File: config.mk
export PLATFORM = sky130hd
export DESIGN_NAME = keyb_scanner_flat
export DESIGN_NICKNAME = d
export VERILOG_FILES = /design/src/rtl/keyb_scanner_pkg.sv /design/src/rtl/keyb_scanner_if.sv /design/src/rtl/keyb_sync.sv /design/src/rtl/keyb_scanner.sv /design/src/flat_wrapper.sv
export SDC_FILE = /design/constraint.sdc
export NUM_CORES = 1
export LEC_CHECK = 0
export CAP_MARGIN = 20
export CORE_MARGIN = 2
export CORE_UTILIZATION = 55
export CTS_BUF_LIST = sky130_fd_sc_hd__clkbuf_8
export DETAILED_ROUTE_END_ITERATION = 8
export GPL_TIMING_DRIVEN = 1
export PLACE_DENSITY = 0.78
export SETUP_SLACK_MARGIN = 0.5
export SYNTH_ARGS = -nofsm -noshare
export SYNTH_HDL_FRONTEND = slang
export SYNTH_SLANG_ARGS = --single-unit
File: constraint.sdc
create_clock -name clk -period 3.75 [get_ports clk]
set_clock_uncertainty 0.1 [all_clocks]
set_input_delay 0.375 -clock clk [delete_from_list [all_inputs] [get_ports clk]]
set_output_delay 0.375 -clock clk [all_outputs]
set_load 0.02 [all_outputs]
File: src/rtl/keyb_scanner_pkg.sv
// Shared types, key-code width helper and the default 4x4 calculator legend
// for the keypad scanner and the keyb_iface decode logic.
package keyb_pkg;

  typedef enum logic [1:0] {NONE, SINGLE, MULTI} scan_res_t;
  typedef enum logic {IDLE, HELD} fsm_t;

  function automatic int keyWidth(input int rows, input int cols);
    return (rows * cols > 1) ? $clog2(rows * cols) : 1;
  endfunction

  // Default legend, code = row*4 + col:
  //   7 8 9 /   4 5 6 *   1 2 3 -   C 0 = +
  localparam logic [3:0] KEY_DIGIT [10] = '{4'd13, 4'd8, 4'd9, 4'd10, 4'd4,
                                            4'd5,  4'd6, 4'd0, 4'd1,  4'd2};
  localparam logic [3:0] KEY_DIV = 4'd3;
  localparam logic [3:0] KEY_MUL = 4'd7;
  localparam logic [3:0] KEY_SUB = 4'd11;
  localparam logic [3:0] KEY_ADD = 4'd15;
  localparam logic [3:0] KEY_CLR = 4'd12;
  localparam logic [3:0] KEY_EQ  = 4'd14;

endpackage

File: src/rtl/keyb_scanner_if.sv
// Keypad pin bundle plus the committed-key outputs; master is the scanner side.
interface keyb_scanner_if #(
  parameter int ROWS = 4,
  parameter int COLS = 4
);
  import keyb_pkg::*;
  localparam int KW = keyWidth(ROWS, COLS);

  logic [ROWS-1:0] rows;
  logic [COLS-1:0] cols;
  logic [KW-1:0]   key_code;
  logic            key_valid;
  logic            key_pulse;
  logic            multi_key;

  modport master (input rows, output cols, key_code, key_valid, key_pulse, multi_key);
  modport slave  (output rows, input cols, key_code, key_valid, key_pulse, multi_key);
endinterface

File: src/rtl/keyb_sync.sv
// W-wide two-flop synchroniser for the asynchronous row sense lines.
module keyb_sync #(
  parameter int W = 4
) (
  input  logic         clk,
  input  logic         rst,
  input  logic [W-1:0] d,
  output logic [W-1:0] q
);
  logic [W-1:0] meta;

  always_ff @(posedge clk or negedge rst)
    if (!rst) begin
      meta <= '0;
      q    <= '0;
    end else begin
      meta <= d;
      q    <= meta;
    end
endmodule

File: src/rtl/keyb_scanner.sv
// Matrix keypad scanner: column drive, whole-scan debounce, chord rejection,
// press pulse / held level and optional auto-repeat.
module keyb_scanner
  import keyb_pkg::*;
#(
  parameter int ROWS         = 4,
  parameter int COLS         = 4,
  parameter int SCAN_DIV     = 1000,
  parameter int DEBOUNCE     = 4,
  parameter bit REPEAT_EN    = 1'b0,
  parameter int REPEAT_DELAY = 60,
  parameter int REPEAT_RATE  = 10
) (
  input logic            clk,
  input logic            rst,
  keyb_scanner_if.master bus
);
  localparam int KW   = keyWidth(ROWS, COLS);
  localparam int DW   = $clog2(SCAN_DIV);
  localparam int CW   = (COLS > 1) ? $clog2(COLS) : 1;
  localparam int SW   = $clog2(DEBOUNCE + 1);
  localparam int RMAX = (REPEAT_DELAY > REPEAT_RATE) ? REPEAT_DELAY : REPEAT_RATE;
  localparam int RW   = $clog2(RMAX + 1);

  logic [ROWS-1:0] rowsSync;
  logic [DW-1:0]   dwell;
  logic [CW-1:0]   colIdx;
  logic [COLS-1:0] colsQ;
  logic [1:0]      accCnt, nxtCnt;
  logic [KW-1:0]   accCode, nxtCode, prevCode;
  scan_res_t       curRes, prevRes;
  logic [SW-1:0]   stab, nxtStab;
  logic            colLast, scanEnd, sameRes, commit;

  fsm_t            state;
  logic [RW-1:0]   rptCnt;
  logic [KW-1:0]   keyCode;
  logic            keyValid, keyPulse, multiKey;

  keyb_sync #(.W(ROWS)) uSync (.clk(clk), .rst(rst), .d(bus.rows), .q(rowsSync));

  assign colLast = (dwell == DW'(SCAN_DIV - 1));
  assign scanEnd = colLast && (colIdx == CW'(COLS - 1));

  // Column 0 starts from an empty accumulator; the first key found keeps its code.
  always_comb begin
    nxtCnt  = (colIdx == '0) ? 2'd0 : accCnt;
    nxtCode = (colIdx == '0) ? '0   : accCode;
    for (int r = 0; r < ROWS; r++)
      if (rowsSync[r]) begin
        if (nxtCnt == 2'd0) nxtCode = KW'(r * COLS) + KW'(colIdx);
        if (nxtCnt != 2'd2) nxtCnt = nxtCnt + 2'd1;
      end
    curRes  = (nxtCnt == 2'd0) ? NONE : (nxtCnt == 2'd1) ? SINGLE : MULTI;
    sameRes = (curRes == prevRes) && (curRes != SINGLE || nxtCode == prevCode);
    nxtStab = !sameRes ? SW'(1) : (stab == SW'(DEBOUNCE)) ? stab : stab + SW'(1);
    commit  = (nxtStab == SW'(DEBOUNCE));
  end

  always_ff @(posedge clk or negedge rst)
    if (!rst) begin
      dwell    <= '0;
      colIdx   <= '0;
      colsQ    <= COLS'(1);
      accCnt   <= 2'd0;
      accCode  <= '0;
      prevRes  <= NONE;
      prevCode <= '0;
      stab     <= '0;
    end else begin
      dwell <= colLast ? '0 : dwell + DW'(1);
      if (colLast) begin
        colIdx  <= (colIdx == CW'(COLS - 1)) ? '0 : colIdx + CW'(1);
        colsQ   <= {colsQ[COLS-2:0], colsQ[COLS-1]};
        accCnt  <= nxtCnt;
        accCode <= nxtCode;
      end
      if (scanEnd) begin
        prevRes  <= curRes;
        prevCode <= nxtCode;
        stab     <= nxtStab;
      end
    end

  // A committed release wins over a repeat due on the same scan end.
  always_ff @(posedge clk or negedge rst)
    if (!rst) begin
      state    <= IDLE;
      keyCode  <= '0;
      keyValid <= 1'b0;
      keyPulse <= 1'b0;
      multiKey <= 1'b0;
      rptCnt   <= '0;
    end else begin
      keyPulse <= 1'b0;
      if (scanEnd) begin
        if (commit) multiKey <= (curRes == MULTI);
        case (state)
          IDLE:
            if (commit && curRes == SINGLE) begin
              state    <= HELD;
              keyCode  <= nxtCode;
              keyValid <= 1'b1;
              keyPulse <= 1'b1;
              rptCnt   <= RW'(REPEAT_DELAY);
            end
          HELD:
            if (commit && curRes == NONE) begin
              state    <= IDLE;
              keyValid <= 1'b0;
            end else if (REPEAT_EN) begin
              if (rptCnt == RW'(1)) begin
                keyPulse <= 1'b1;
                rptCnt   <= RW'(REPEAT_RATE);
              end else begin
                rptCnt <= rptCnt - RW'(1);
              end
            end
          default: state <= IDLE;
        endcase
      end
    end

  assign bus.cols      = colsQ;
  assign bus.key_code  = keyCode;
  assign bus.key_valid = keyValid;
  assign bus.key_pulse = keyPulse;
  assign bus.multi_key = multiKey;
endmodule

File: src/flat_wrapper.sv
// flat-port wrapper written by rule: the top's interface ports become plain ports
module keyb_scanner_flat import keyb_pkg::*;
#(
  parameter int ROWS         = 4,
  parameter int COLS         = 4,
  parameter int SCAN_DIV     = 1000,
  parameter int DEBOUNCE     = 4,
  parameter bit REPEAT_EN    = 1'b0,
  parameter int REPEAT_DELAY = 60,
  parameter int REPEAT_RATE  = 10
)
  (clk, rst, bus_rows, bus_cols, bus_key_code, bus_key_valid, bus_key_pulse, bus_multi_key);
  keyb_scanner_if #(.ROWS(ROWS), .COLS(COLS)) bus_i ();
  input logic clk;
  input logic rst;
  input wire logic [$bits(bus_i.rows)-1:0] bus_rows;
  output wire logic [$bits(bus_i.cols)-1:0] bus_cols;
  output wire logic [$bits(bus_i.key_code)-1:0] bus_key_code;
  output wire logic [$bits(bus_i.key_valid)-1:0] bus_key_valid;
  output wire logic [$bits(bus_i.key_pulse)-1:0] bus_key_pulse;
  output wire logic [$bits(bus_i.multi_key)-1:0] bus_multi_key;
  assign bus_i.rows = bus_rows;
  assign bus_cols = bus_i.cols;
  assign bus_key_code = bus_i.key_code;
  assign bus_key_valid = bus_i.key_valid;
  assign bus_key_pulse = bus_i.key_pulse;
  assign bus_multi_key = bus_i.multi_key;
  keyb_scanner #(.ROWS(ROWS), .COLS(COLS), .SCAN_DIV(SCAN_DIV), .DEBOUNCE(DEBOUNCE), .REPEAT_EN(REPEAT_EN), .REPEAT_DELAY(REPEAT_DELAY), .REPEAT_RATE(REPEAT_RATE)) u_core (.clk(clk), .rst(rst), .bus(bus_i));
endmodule
==> results of run 1 <==
==> worst paths after layout <==
check	startpoint	cells past startpoint	slack, ns	to
hold reg to reg	u_core.uSync.meta[1]	0	0.24	u_core.uSync.q[1]
setup reg to reg	u_core.colIdx[0]	16	0.08	u_core.bus.key_code[1]
setup / recovery	u_core.colIdx[0]	16	0.08	u_core.bus.key_code[1]
hold / removal	u_core.uSync.meta[1]	0	0.24	u_core.uSync.q[1]
max in group asynchronous	rst	3	2.66	u_core.bus.cols[0]
min in group asynchronous	rst	2	0.35	u_core.accCnt[1]
==> final cells by class <==
| cell class | count | area (sq um) |
|---|---|---|
| multi-input combinational | 172 | 1570 |
| fill | 286 | 1230 |
| sequential | 47 | 1180 |
| clock inverter | 3 | 43.8 |
| clock buffer | 5 | 68.8 |
| tap | 54 | 67.6 |
| inverter | 12 | 45.0 |
| timing repair buffer | 49 | 425 |
==> metrics by stage <==
stage	total power, uW	instances
3_5_place_dp	647	312
6_report	1060	342
3_3_place_gp	645	312
2_1_floorplan	608	237
4_1_cts	1050	335
5_1_grt	1100	342
==> registers in the layout, indices dropped and copies added (netlist names), 2 cells and up <==
| signal | flops |
|---|---|
| u_core.dwell | 10 |
| u_core.accCode | 4 |
| u_core.bus.cols | 4 |
| u_core.bus.key_code | 4 |
| u_core.prevCode | 4 |
| u_core.uSync.meta | 4 |
| u_core.uSync.q | 4 |
| u_core.stab | 3 |
| u_core.accCnt | 2 |
| u_core.colIdx | 2 |
| u_core.prevRes | 2 |
==> cells in the final DEF (no fill, tap or decap), types with 2 or more instances in the layout <==
cell type / count
nand2_1: 28
xor2_1: 7
and2_1: 4
o21bai_1: 2
a21oi_1: 4
a211oi_4: 2
inv_1: 10
ha_4: 3
o211ai_1: 3
clkdlybuf4s50_1: 15
nor2_1: 13
o21ai_0: 10
buf_6: 2
nand3_1: 7
a31oi_4: 2
xnor2_1: 5
mux2_4: 5
nor3b_1: 3
o21ai_1: 2
nor2b_1: 3
nand2b_4: 3
dfrtp_1: 46
mux2_2: 10
and3_1: 3
inv_2: 2
clkbuf_8: 5
buf_4: 29
nand4_1: 3
ha_1: 5
xnor2_2: 3
nor4_4: 2
or3_1: 2
==> metal layers <==
metal  part of all wire, %  routed length [microns]  vias up
li1                      -                        -      943
met1                    42                     2440      992
met2                    51                     3010       41
met3                   4.4                      256       13
met4                   2.7                      158        0
met5                     0                        0        -
==> repair_timing <==
action,4_1_cts,5_1_grt
hold buffers,0,1
endpoints found under the hold margin,0,7
resized for setup,16,6
setup endpoints to repair,14,14
buffers inserted,15,5
pin swaps,16,14
==> worst max-delay path, cell delays in order (launching register included) <==
cell	delay (ns)
dfrtp_1	0.38
inv_2	0.07
ha_4	0.17
nand2b_4	0.16
ha_4	0.27
a21boi_4	0.14
o211ai_1	0.13
buf_4	0.16
buf_4	0.12
buf_4	0.12
buf_4	0.14
a21oi_1	0.33
o21ai_1	0.20
xnor2_2	0.20
xnor2_2	0.30
nand4b_4	0.23
mux2_4	0.35
==> logic make-up (layout without fill, tap and decap cells) <==
family | count (synthesis) | after routing | share of synthesized area, %
xor gates and xnor gates | 16 | 16 | 5.95
muxes | 15 | 15 | 7.06
DFF | 47 | 47 | 45.2
adders and majority gates | 8 | 8 | 3.84
and+or+nand+nor | 81 | 81 | 17.1
buffers and inverters | 18 | 69 | 3.22
AOI/OAI and AO/OA | 52 | 52 | 17.7
==> report_power, final <==
group | total (uW) | switching [uW] | internal [uW]
Sequential | 516 | 5.22 | 511
Combinational | 168 | 89.0 | 78.6
Clock | 379 | 181 | 199
==> summary.md, run 1 <==
| Metric | Value |
|---|---|
| Syn_area_per_cell | 11.0 sq um |
| Slew headroom | 68.9% |
| Root buf cell | clkbuf_8 |
| Placer congestion estimate | 0.816 |
| VDD IR max | 0.324 mV |
| RSZ-0062 raised after global routing | yes |
| Mapped Area | 0.00261 sq mm |
| FMAX | 273 MHz |
| Critical Path RT | 3.84 ns |
| Sequential element share of the synthesized area | 45.2% |
| Final Instance Area | 0.00340 sq mm |
| Final worst slack | 0.0847 ns |
| Area after DPL | 0.00297 sq mm |
| Core Util, Final | 73.4% |
| Initial antenna violation count | 0 |
| Synth area leader | dfrtp_1 |
| Via density | 5.82 |
| First-pass GRT wire length | 9380 microns |
| Synthesized instance count | 237 |
| GR Util met3 | 4.56% |
| Count leader, synth | dfrtp_1 |
| TritonCTS clock tree | done |
| CTS Buf Count | 5 |
| Critical path fanouts, max | 6 |
| M1 GR Usage | 30.4% |
| Crit path DAT | 3.75 ns |
| Sink Count | 47 |
| Most frequently used flop master after synthesis | dfrtp_1 |
| Initial Utilization | 56.3% |
| Max clock buf depth | 2 |
| Vias | 1989 |
| Avg WL per Cell | 17.2 microns |
| Startpoint types | flip-flop |
| Hold Vio Cnt, Final | 0 |
| Worst Tran Pin Value | 0.465 ns |
| Yosys cell types | 64 |
| CTS H-Tree Depth | 2 |
| Final setup violation count | 0 |
| Commonest cells in the netlist | dfrtp_1, nand2_1, nor2_1, inv_1, mux2_2 |
| Post-layout minimum cycle time | 3.67 ns |
| Grt ovf | 0 |
| Kind of critical path | reg -> reg |
| Period utilization | 97.7% |
| Clk slew on worst S/H paths | 0.10 ns |
| Final HPWL DP | 3640 microns |
| # diodes | 0 |
| Core area | 0.00463 sq mm |
| Leakage Power | 0.00154 uW |
| Place WS | 0.0308 ns |
| Syn nets | 251 |
| Largest net degree at the start of global routing | 48 |
| Hold Slack | 0.241 ns |
| HP Class | reg -> reg |
| Area Overhead vs Synth | 30.3% |
| IO buf count | 16 |
| Total die area | 0.00530 sq mm |
| Number of synthesized flops with an enable pin | 0 |
| Share of the synthesized area in the top cell type | 44.2% |
| Max Cap Viol | 0 |
| Later-pin clock latency in the skew report | 0.30 ns |
| Synth async-reset ratio | 100% |
| Synth warnings | 0 |
| Fin. max-slew vios | 0 |
| ANT nets after route | 0 |
| Nets | 301 |
| Grt met2 use | 38.3% |
| Total Wirelength | 5870 microns |
| Crit. End Element | flip-flop |
| Vias in the first global route | 1924 |
| Top post-synthesis cells by area | dfrtp_1, mux2_2, nand2_1 |
| # DRC | 0 |
| Router iterations before antenna repair | 4 |
| Layer carrying the most global-route usage | met2 |
| GRT Total Usage | 23.2% |
| Die Ht | 72.8 microns |
| Layout cells sized above 1 | 33.3% |
| Status | completed |
| Row count | 25 |
| Total I/O pin count | 17 |
| Initial DRC count | 96 |
| Die span in x | 72.8 microns |
| Pwr Density | 313 mW/mm^2 |
| Sum Neg Setup Slack | 0 ns |
| Flops & latches, synth | 47 |
(Power assumes the default switching activity.)
==> run 2, diff against run 1 <==
- ABC_AREA: default -> 1
- CELL_PAD_IN_SITES_DETAIL_PLACEMENT: default -> 1
- CELL_PAD_IN_SITES_GLOBAL_PLACEMENT: default -> 2
- CORE_UTILIZATION: 55 -> 33
- PLACE_DENSITY: 0.78 -> default
- PLACE_DENSITY_LB_ADDON: default -> 0.1
==> run 2 against run 1 <==
Sequential share of layout area is 0.71 points lower. Die area rose by 60%. Sequential power about the same. Sequential cell count unchanged. Routed wire length is 13% higher. Area after synthesis is 1.9% lower. First-iteration DRC count is 46% lower. Combinational power is 11% lower. Final cell count increased by 40%. Clock-buffer cell count did not move. Maximum frequency up 7.7%. Final area is 2.1% higher. Critical path type unchanged. Largest cell class unchanged. Largest power group unchanged. Highest routed layer unchanged.
==> summary.md, run 2 <==
| Metric | Value |
|---|---|
| Die Ht | 92.0 microns (+26%) |
| Initial DRC count | 52 (-46%) |
| Core Util, Final | 45.6% (-28 points) |
| Pint | 696 uW (-12%) |
| Sw Share | 29.2% (+3.3 points) |
| Total I/O pin count | 17 (unchanged) |
| Clock power share | 32.3% (-3.4 points) |
| Router iterations before antenna repair | 4 (unchanged) |
| RSZ-0062 raised after global routing | yes |
| Sum Neg Setup Slack | 0 ns (unchanged) |
| Flops & latches, synth | 47 (unchanged) |
| Count leader, synth | nand2_1 |
| Hold Vio Cnt, Final | 0 (unchanged) |
| Later-pin clock latency in the skew report | 0.31 ns (about the same) |
| Cell Count, Final, Fillers Out | 478 (+40%) |
| Placed Cells | 448 (+44%) |
| Core area | 0.00761 sq mm (+64%) |
| Pwr Density | 283 mW/mm^2 (-9.5%) |
| Final HPWL DP | 4640 microns (+27%) |
| Avg WL per Cell | 13.9 microns (-19%) |
| CP Cell Sequence | inv_2 > ha_4 > inv_8 > nand2_8 > ha_4 > inv_1 > nand2_2 > nand2_4 > nand3_4 > inv_2 > nor2_4 > ha_4 > or2_4 > nand2_8 > inv_2 > nand2_4 > nand2_4 > xor2_4 > nor2_4 > nand4_4 > buf_4 > o21ai_1 > o31ai_1 |
| Grt ovf | 0 (unchanged) |
| GRT Total Usage | 16.5% (-6.7 points) |
| Clk slew on worst S/H paths | 0.10 ns (about the same) |
| Critical Path RT | 3.84 ns (about the same) |
| Startpoint types | flip-flop |
| TritonCTS clock tree | done |
| Slew headroom | 60.0% (-8.9 points) |
| Status | completed |
| # diodes | 0 (unchanged) |
| ANT nets after route | 0 (unchanged) |
| Syn_area_per_cell | 7.80 sq um (-29%) |
| First-pass GRT wire length | 11100 microns (+18%) |
| Comb power frac | 15.2% (-0.6 points) |
| Seq pwr share | 52.5% (+4.0 points) |
| Total die area | 0.00847 sq mm (+60%) |
| Root buf cell | clkbuf_8 |
| Final setup violation count | 0 (unchanged) |
| Leakage Power | 0.00167 uW (+7.9%) |
| Most frequent cells in the layout | nand2_1, inv_1, dfrtp_1, buf_4 |
| Sequential element share of the synthesized area | 46.0% (+0.86 points) |
| Mapped Area | 0.00256 sq mm (-1.9%) |
| Biggest register | u_core.dwell |
| Area Overhead vs Synth | 35.6% |
| Net Switching | 286 uW (+4.2%) |
| Synth async-reset ratio | 100% (unchanged) |
| Max reg flops | 10 (unchanged) |
| CP peak stage delay | 0.39 ns (about the same) |
| Synth area leader | dfrtp_1 |
| Slowest stage cell on the critical path | dfrtp_1 |
| Top post-synthesis cells by area | dfrtp_1, nand2_1, inv_1 |
| Post-layout minimum cycle time | 3.40 ns (-0.263 ns) |
| Commonest non-fill, non-tap cell in the layout | nand2_1 |
| HP Class | reg -> reg |
| VDD IR max | 0.117 mV (-64%) |
| Die span in x | 92.0 microns (+26%) |
| Max Cap Viol | 0 (unchanged) |
| # DRC | 0 (unchanged) |
| Most frequently used flop master after synthesis | dfrtp_1 |
| Hold Slack | 0.255 ns (+0.0141 ns) |
| Synthesized instance count | 328 (+38%) |
| Share of the synthesized area in the top cell type | 45.0% (+0.84 points) |
| Crit. End Element | flip-flop |
| Critical path fanouts, max | 5 (-1) |
| Initial antenna violation count | 0 (unchanged) |
| Top Family by Delay on Critical Path | simple AND/OR/NAND/NOR gates |
| FMAX | 294 MHz (+7.7%) |
| Kind of critical path | reg -> reg |
| Total Wirelength | 6630 microns (+13%) |
| WP buf/inv | 6 (+1) |
| Commonest cells in the netlist | nand2_1, inv_1, dfrtp_1, nand3_1, nor2_1 |
| Initial Utilization | 33.6% (-23 points) |
| Syn nets | 342 (+36%) |
| Max clock buf depth | 2 (unchanged) |
| Placer congestion estimate | 0.755 (-7.4%) |
| IO buf count | 16 (unchanged) |
| Synth warnings | 0 (unchanged) |
| Vias in the first global route | 2354 (+22%) |
| CTS H-Tree Depth | 2 (unchanged) |
| Sink Count | 47 (unchanged) |
| Number of synthesized flops with an enable pin | 0 (unchanged) |
| Crit path DAT | 3.49 ns (-0.26 ns) |
| Via density | 4.67 (-20%) |
| Period utilization | 90.7% (-7.0 points) |
| Row count | 32 (+28%) |
| Largest net degree at the start of global routing | 31 (-35%) |
| Nets | 389 (+29%) |
| Final Instance Area | 0.00347 sq mm (+2.1%) |
| CTS Buf Count | 5 (unchanged) |
| Fin. max-slew vios | 0 (unchanged) |
| Yosys cell types | 29 (-55%) |
| Vias | 2232 (+12%) |
| Area after DPL | 0.00293 sq mm (-1.6%) |
| Worst Tran Pin Value | 0.598 ns (+0.132 ns) |
| Layout cells sized above 1 | 30.3% (-3.0 points) |
[run 2: kinds of logic (layout without fill, tap and decap cells)]
family,Yosys count,in the layout,synth area share [%]
buf+inv,59,107,8.66
xor+xnor,4,4,1.37
simple gates,180,180,33.5
compound gates,30,30,6.51
fa+ha+maj,8,8,3.91
flops,47,47,46.0
[run 2: path summary, 6_finish.rpt]
| path | startpoint | to | slack (ns) | cells after the start |
|---|---|---|---|---|
| worst max-delay path | u_core.colIdx[1] | u_core.bus.multi_key | 0.35 | 23 |
| worst min-delay path | u_core.uSync.meta[0] | u_core.uSync.q[0] | 0.26 | 0 |
| worst max register to register | u_core.colIdx[1] | u_core.bus.multi_key | 0.35 | 23 |
| worst min register to register | u_core.uSync.meta[0] | u_core.uSync.q[0] | 0.26 | 0 |
| max in group asynchronous | rst | u_core.bus.cols[0] | 2.35 | 3 |
| min in group asynchronous | rst | u_core.dwell[8] | 0.42 | 2 |
[run 2: final cells by class]
type,count,area [sq um]
fillers,890,4140
clock inverters,3,21.3
inverters,56,218
multi-input cells,222,1500
flip-flops and latches,47,1180
well taps,102,128
repair buffers,43,360
clock buffers,5,68.8
[run 2: metrics by stage]
stage | setup slack (ns) | total power (uW)
floorplan | 0.515 | 594
global placement | 0.118 | 629
detailed placement | 0.133 | 628
CTS | 0.434 | 989
global route | 0.170 | 1030
finish | 0.347 | 982
[run 2: timing repair]
action / CTS / global route
endpoints found under the setup margin: 11 / 11
hold buffers: 1 / 0
setup buffers: 14 / 7
endpoints found under the hold margin: 17 / 0
resized for setup: 37 / 25
pin swaps: 23 / 16
[run 2: layer usage]
layer | part of all wire, % | vias to the layer above | GRT usage (%)
met5 | 0 | - | 0
met4 | 1.1 | 0 | 4.48
met3 | 1.4 | 7 | 2.55
met2 | 51 | 13 | 27.8
met1 | 46 | 1101 | 22.0
li1 | - | 1111 | -
[run 2: power groups by stage]
stage	Combinational [uW]	Clock [uW]	Sequential [uW]
5_1_grt	165	353	517
3_3_place_gp	104	0	525
2_1_floorplan	70.3	0	524
6_report	149	317	516
3_5_place_dp	104	0	525
4_1_cts	139	335	515
==> run 3, diff against run 2 <==
- PLACE_DENSITY_LB_ADDON: 0.1 -> 0.25
==> run 3 against run 2 <==
Power is 11% higher. Clock-buffer cell count is 1 higher. Register-to-register slack worse by 0.04 ns. Sequential cell count stayed put. Critical path type unchanged. Largest power group unchanged.
==> summary.md, run 3 (same netlist as run 2, synthesis figures left out) <==
| Metric | Value |
|---|---|
| Avg WL per Cell | 13.7 microns (-1.5%) |
| Slowest stage cell on the critical path | dfrtp_1 |
| TritonCTS clock tree | done |
| Vias in the first global route | 2367 (+0.55%) |
| # diodes | 0 (unchanged) |
| Vias | 2245 (+0.58%) |
| Multi-input gate area | 0.00153 sq mm (+2.3%) |
| CTS H-Tree Depth | 2 (unchanged) |
| Placer congestion estimate | 0.747 (-1.2%) |
| Comb power frac | 16.9% (+1.7 points) |
| Fin. max-slew vios | 0 (unchanged) |
| RSZ-0062 raised after global routing | yes |
| Total Wirelength | 6620 microns (-0.11%) |
| Total I/O pin count | 17 (unchanged) |
| Layer carrying the most global-route usage | met2 |
| Pwr Density | 303 mW/mm^2 (+7.0%) |
| R2R Path Start | u_core.colIdx[1] |
| Hold Vio Cnt, Final | 0 (unchanged) |
| Row count | 32 (unchanged) |
| Kind of critical path | reg -> reg |
| Root buf cell | clkbuf_8 |
| Core area | 0.00761 sq mm (unchanged) |
| Commonest non-fill, non-tap cell in the layout | nand2_1 |
| Grt met2 use | 28.7% (+0.86 points) |
| CP Cell Sequence | inv_2 > ha_4 > inv_8 > nand2_8 > ha_4 > nor2_4 > a21oi_2 > nand2_1 > nand3_2 > nand2_2 > ha_4 > or2_4 > nand2_8 > nand2_8 > nand2_4 > nand3_2 > nand2_1 > nand2_2 > nor2_4 > buf_12 > buf_6 > buf_4 > nand4_1 > o31ai_2 |
| Total die area | 0.00847 sq mm (unchanged) |
| ANT nets after route | 0 (unchanged) |
| Later-pin clock latency in the skew report | 0.30 ns (about the same) |
| Biggest register | u_core.dwell |
| HP Class | reg -> reg |
| Hold_sp | u_core.uSync.meta[0] |
| Reg2reg end | u_core.bus.multi_key |
| Register area | 0.00118 sq mm (unchanged) |
| M1 GR Usage | 20.6% (-1.4 points) |
| Destination of the worst hold path | u_core.uSync.q[0] |
| Max Cap Viol | 0 (unchanged) |
| Layout cells sized above 1 | 34.2% (+3.9 points) |
| Initial antenna violation count | 0 (unchanged) |
| Seq pwr share | 47.2% (-5.3 points) |
| Leakage Power | 0.00173 uW (+3.5%) |
| Worst Reg-to-Reg Cells | 24 (+4.3%) |
| VDD IR max | 0.153 mV (+30%) |
| Final Instance Area | 0.00361 sq mm (+4.0%) |
| Crit. End Element | flip-flop |
| GR Util met3 | 2.55% (unchanged) |
| Final worst slack | 0.303 ns (-0.0447 ns) |
| Period utilization | 91.9% (+1.2 points) |
| Max reg flops | 10 (unchanged) |
| GRT Total Usage | 16.2% (-0.29 points) |
| Die Ht | 92.0 microns (unchanged) |
| Design Power | 1090 uW (+11%) |
| Router iterations before antenna repair | 4 (unchanged) |
| Initial Utilization | 33.6% (unchanged) |
| Initial DRC count | 55 (+5.8%) |
| Sink Count | 47 (unchanged) |
| # DRC | 0 (unchanged) |
| Final-layout fill cell count | 918 (+3.1%) |
| Area Overhead vs Synth | 41.0% |
| Pint | 803 uW (+16%) |
| CP peak stage delay | 0.38 ns (about the same) |
| Slew headroom | 59.8% (-0.23 points) |
| Die span in x | 92.0 microns (unchanged) |
| Critical Path RT | 3.87 ns (+0.03 ns) |
| Worst Tran Pin Value | 0.603 ns (+0.00561 ns) |
| FMAX | 290 MHz (-1.3%) |
| Crit path DAT | 3.56 ns (+0.07 ns) |
| Clk slew on worst S/H paths | 0.09 ns (about the same) |
| Clock power share | 35.9% (+3.6 points) |
| Area after DPL | 0.00292 sq mm (-0.26%) |
| Startpoint types | flip-flop |
| Core Util, Final | 47.4% (+1.8 points) |
| Status | completed |
| CTS Buf Count | 5 (unchanged) |
| Critical path fanouts, max | 8 (+3) |
| Nets | 396 (+1.8%) |
| Largest net degree at the start of global routing | 25 (-19%) |
| Via density | 4.63 (-0.87%) |
| Sum Neg Setup Slack | 0 ns (unchanged) |
| R2R Setup Slk | 0.30 ns (-0.04 ns) |
| Final setup violation count | 0 (unchanged) |
| Final HPWL DP | 4620 microns (-0.27%) |
| Hold depth | 0 (unchanged) |
| Post-layout minimum cycle time | 3.45 ns (+0.0447 ns) |
| IO buf count | 16 (unchanged) |
| Most frequent cells in the layout | nand2_1, inv_1, dfrtp_1, buf_4, nand2_2 |
| Max clock buf depth | 2 (unchanged) |
| Sw Share | 26.4% (-2.7 points) |
| First-pass GRT wire length | 10900 microns (-1.5%) |
| Grt ovf | 0 (unchanged) |
| Net Switching | 289 uW (+0.84%) |
| Place WS | 0.119 ns (-0.0143 ns) |
-- run 3: cell type report --
cell class	count	area share (%)
clock buffer	6	2.29
clock inverter	2	0.971
inverter	56	6.17
multi-input combinational	222	42.4
sequential	47	32.6
tap	102	3.54
timing repair buffer	50	12.0
-- run 3: per-stage QoR --
step,hold WS (ns),std cells
2_1_floorplan,-0.0206,328
3_3_place_gp,0.235,447
3_5_place_dp,0.236,447
4_1_cts,0.256,474
5_1_grt,0.263,485
6_report,0.253,485
-- run 3: power groups by stage --
stage	clock [uW]	combinational, uW	sequential (uW)
2_1_floorplan	0	70.3	524
3_3_place_gp	0	104	525
3_5_place_dp	0	105	525
4_1_cts	407	149	516
5_1_grt	420	200	517
6_report	392	184	516
-- run 3: worst max path at each step --
stage,startpoint,end,slack (ns),cells past startpoint
finish,u_core.colIdx[1],u_core.bus.multi_key,0.30,24
global route,u_core.colIdx[1],u_core.bus.multi_key,0.13,24
CTS,u_core.colIdx[0],u_core.bus.key_code[1],0.43,28
detailed placement,u_core.colIdx[0],u_core.bus.key_code[0],0.12,27
global placement,u_core.colIdx[0],u_core.bus.key_code[0],0.17,26
floorplan,u_core.colIdx[1],u_core.bus.key_code[0],0.52,27
-- run 3: per-layer routing --
layer  routed length [microns]  share of wire [%]
met5                         0                  0
met4                        69                1.0
met3                        82                1.2
met2                      3440                 52
met1                      3030                 46
-- run 3: critical path, delay by kind of cell, from the launching register on --
| family | cells | cell delay (ns) |
|---|---|---|
| AOI/OAI and AO/OA | 2 | 0.33 |
| adders and majority gates | 3 | 0.66 |
| buffers and inverters | 5 | 0.44 |
| DFF | 1 | 0.38 |
| and+or+nand+nor | 14 | 1.41 |
-- run 3: repair_timing --
action	CTS	global route
hold buffers	1	0
setup buffers	18	11
resized for setup	42	38
pin swaps	28	23
endpoints found under the hold margin	23	0
endpoints found under the setup margin	11	11
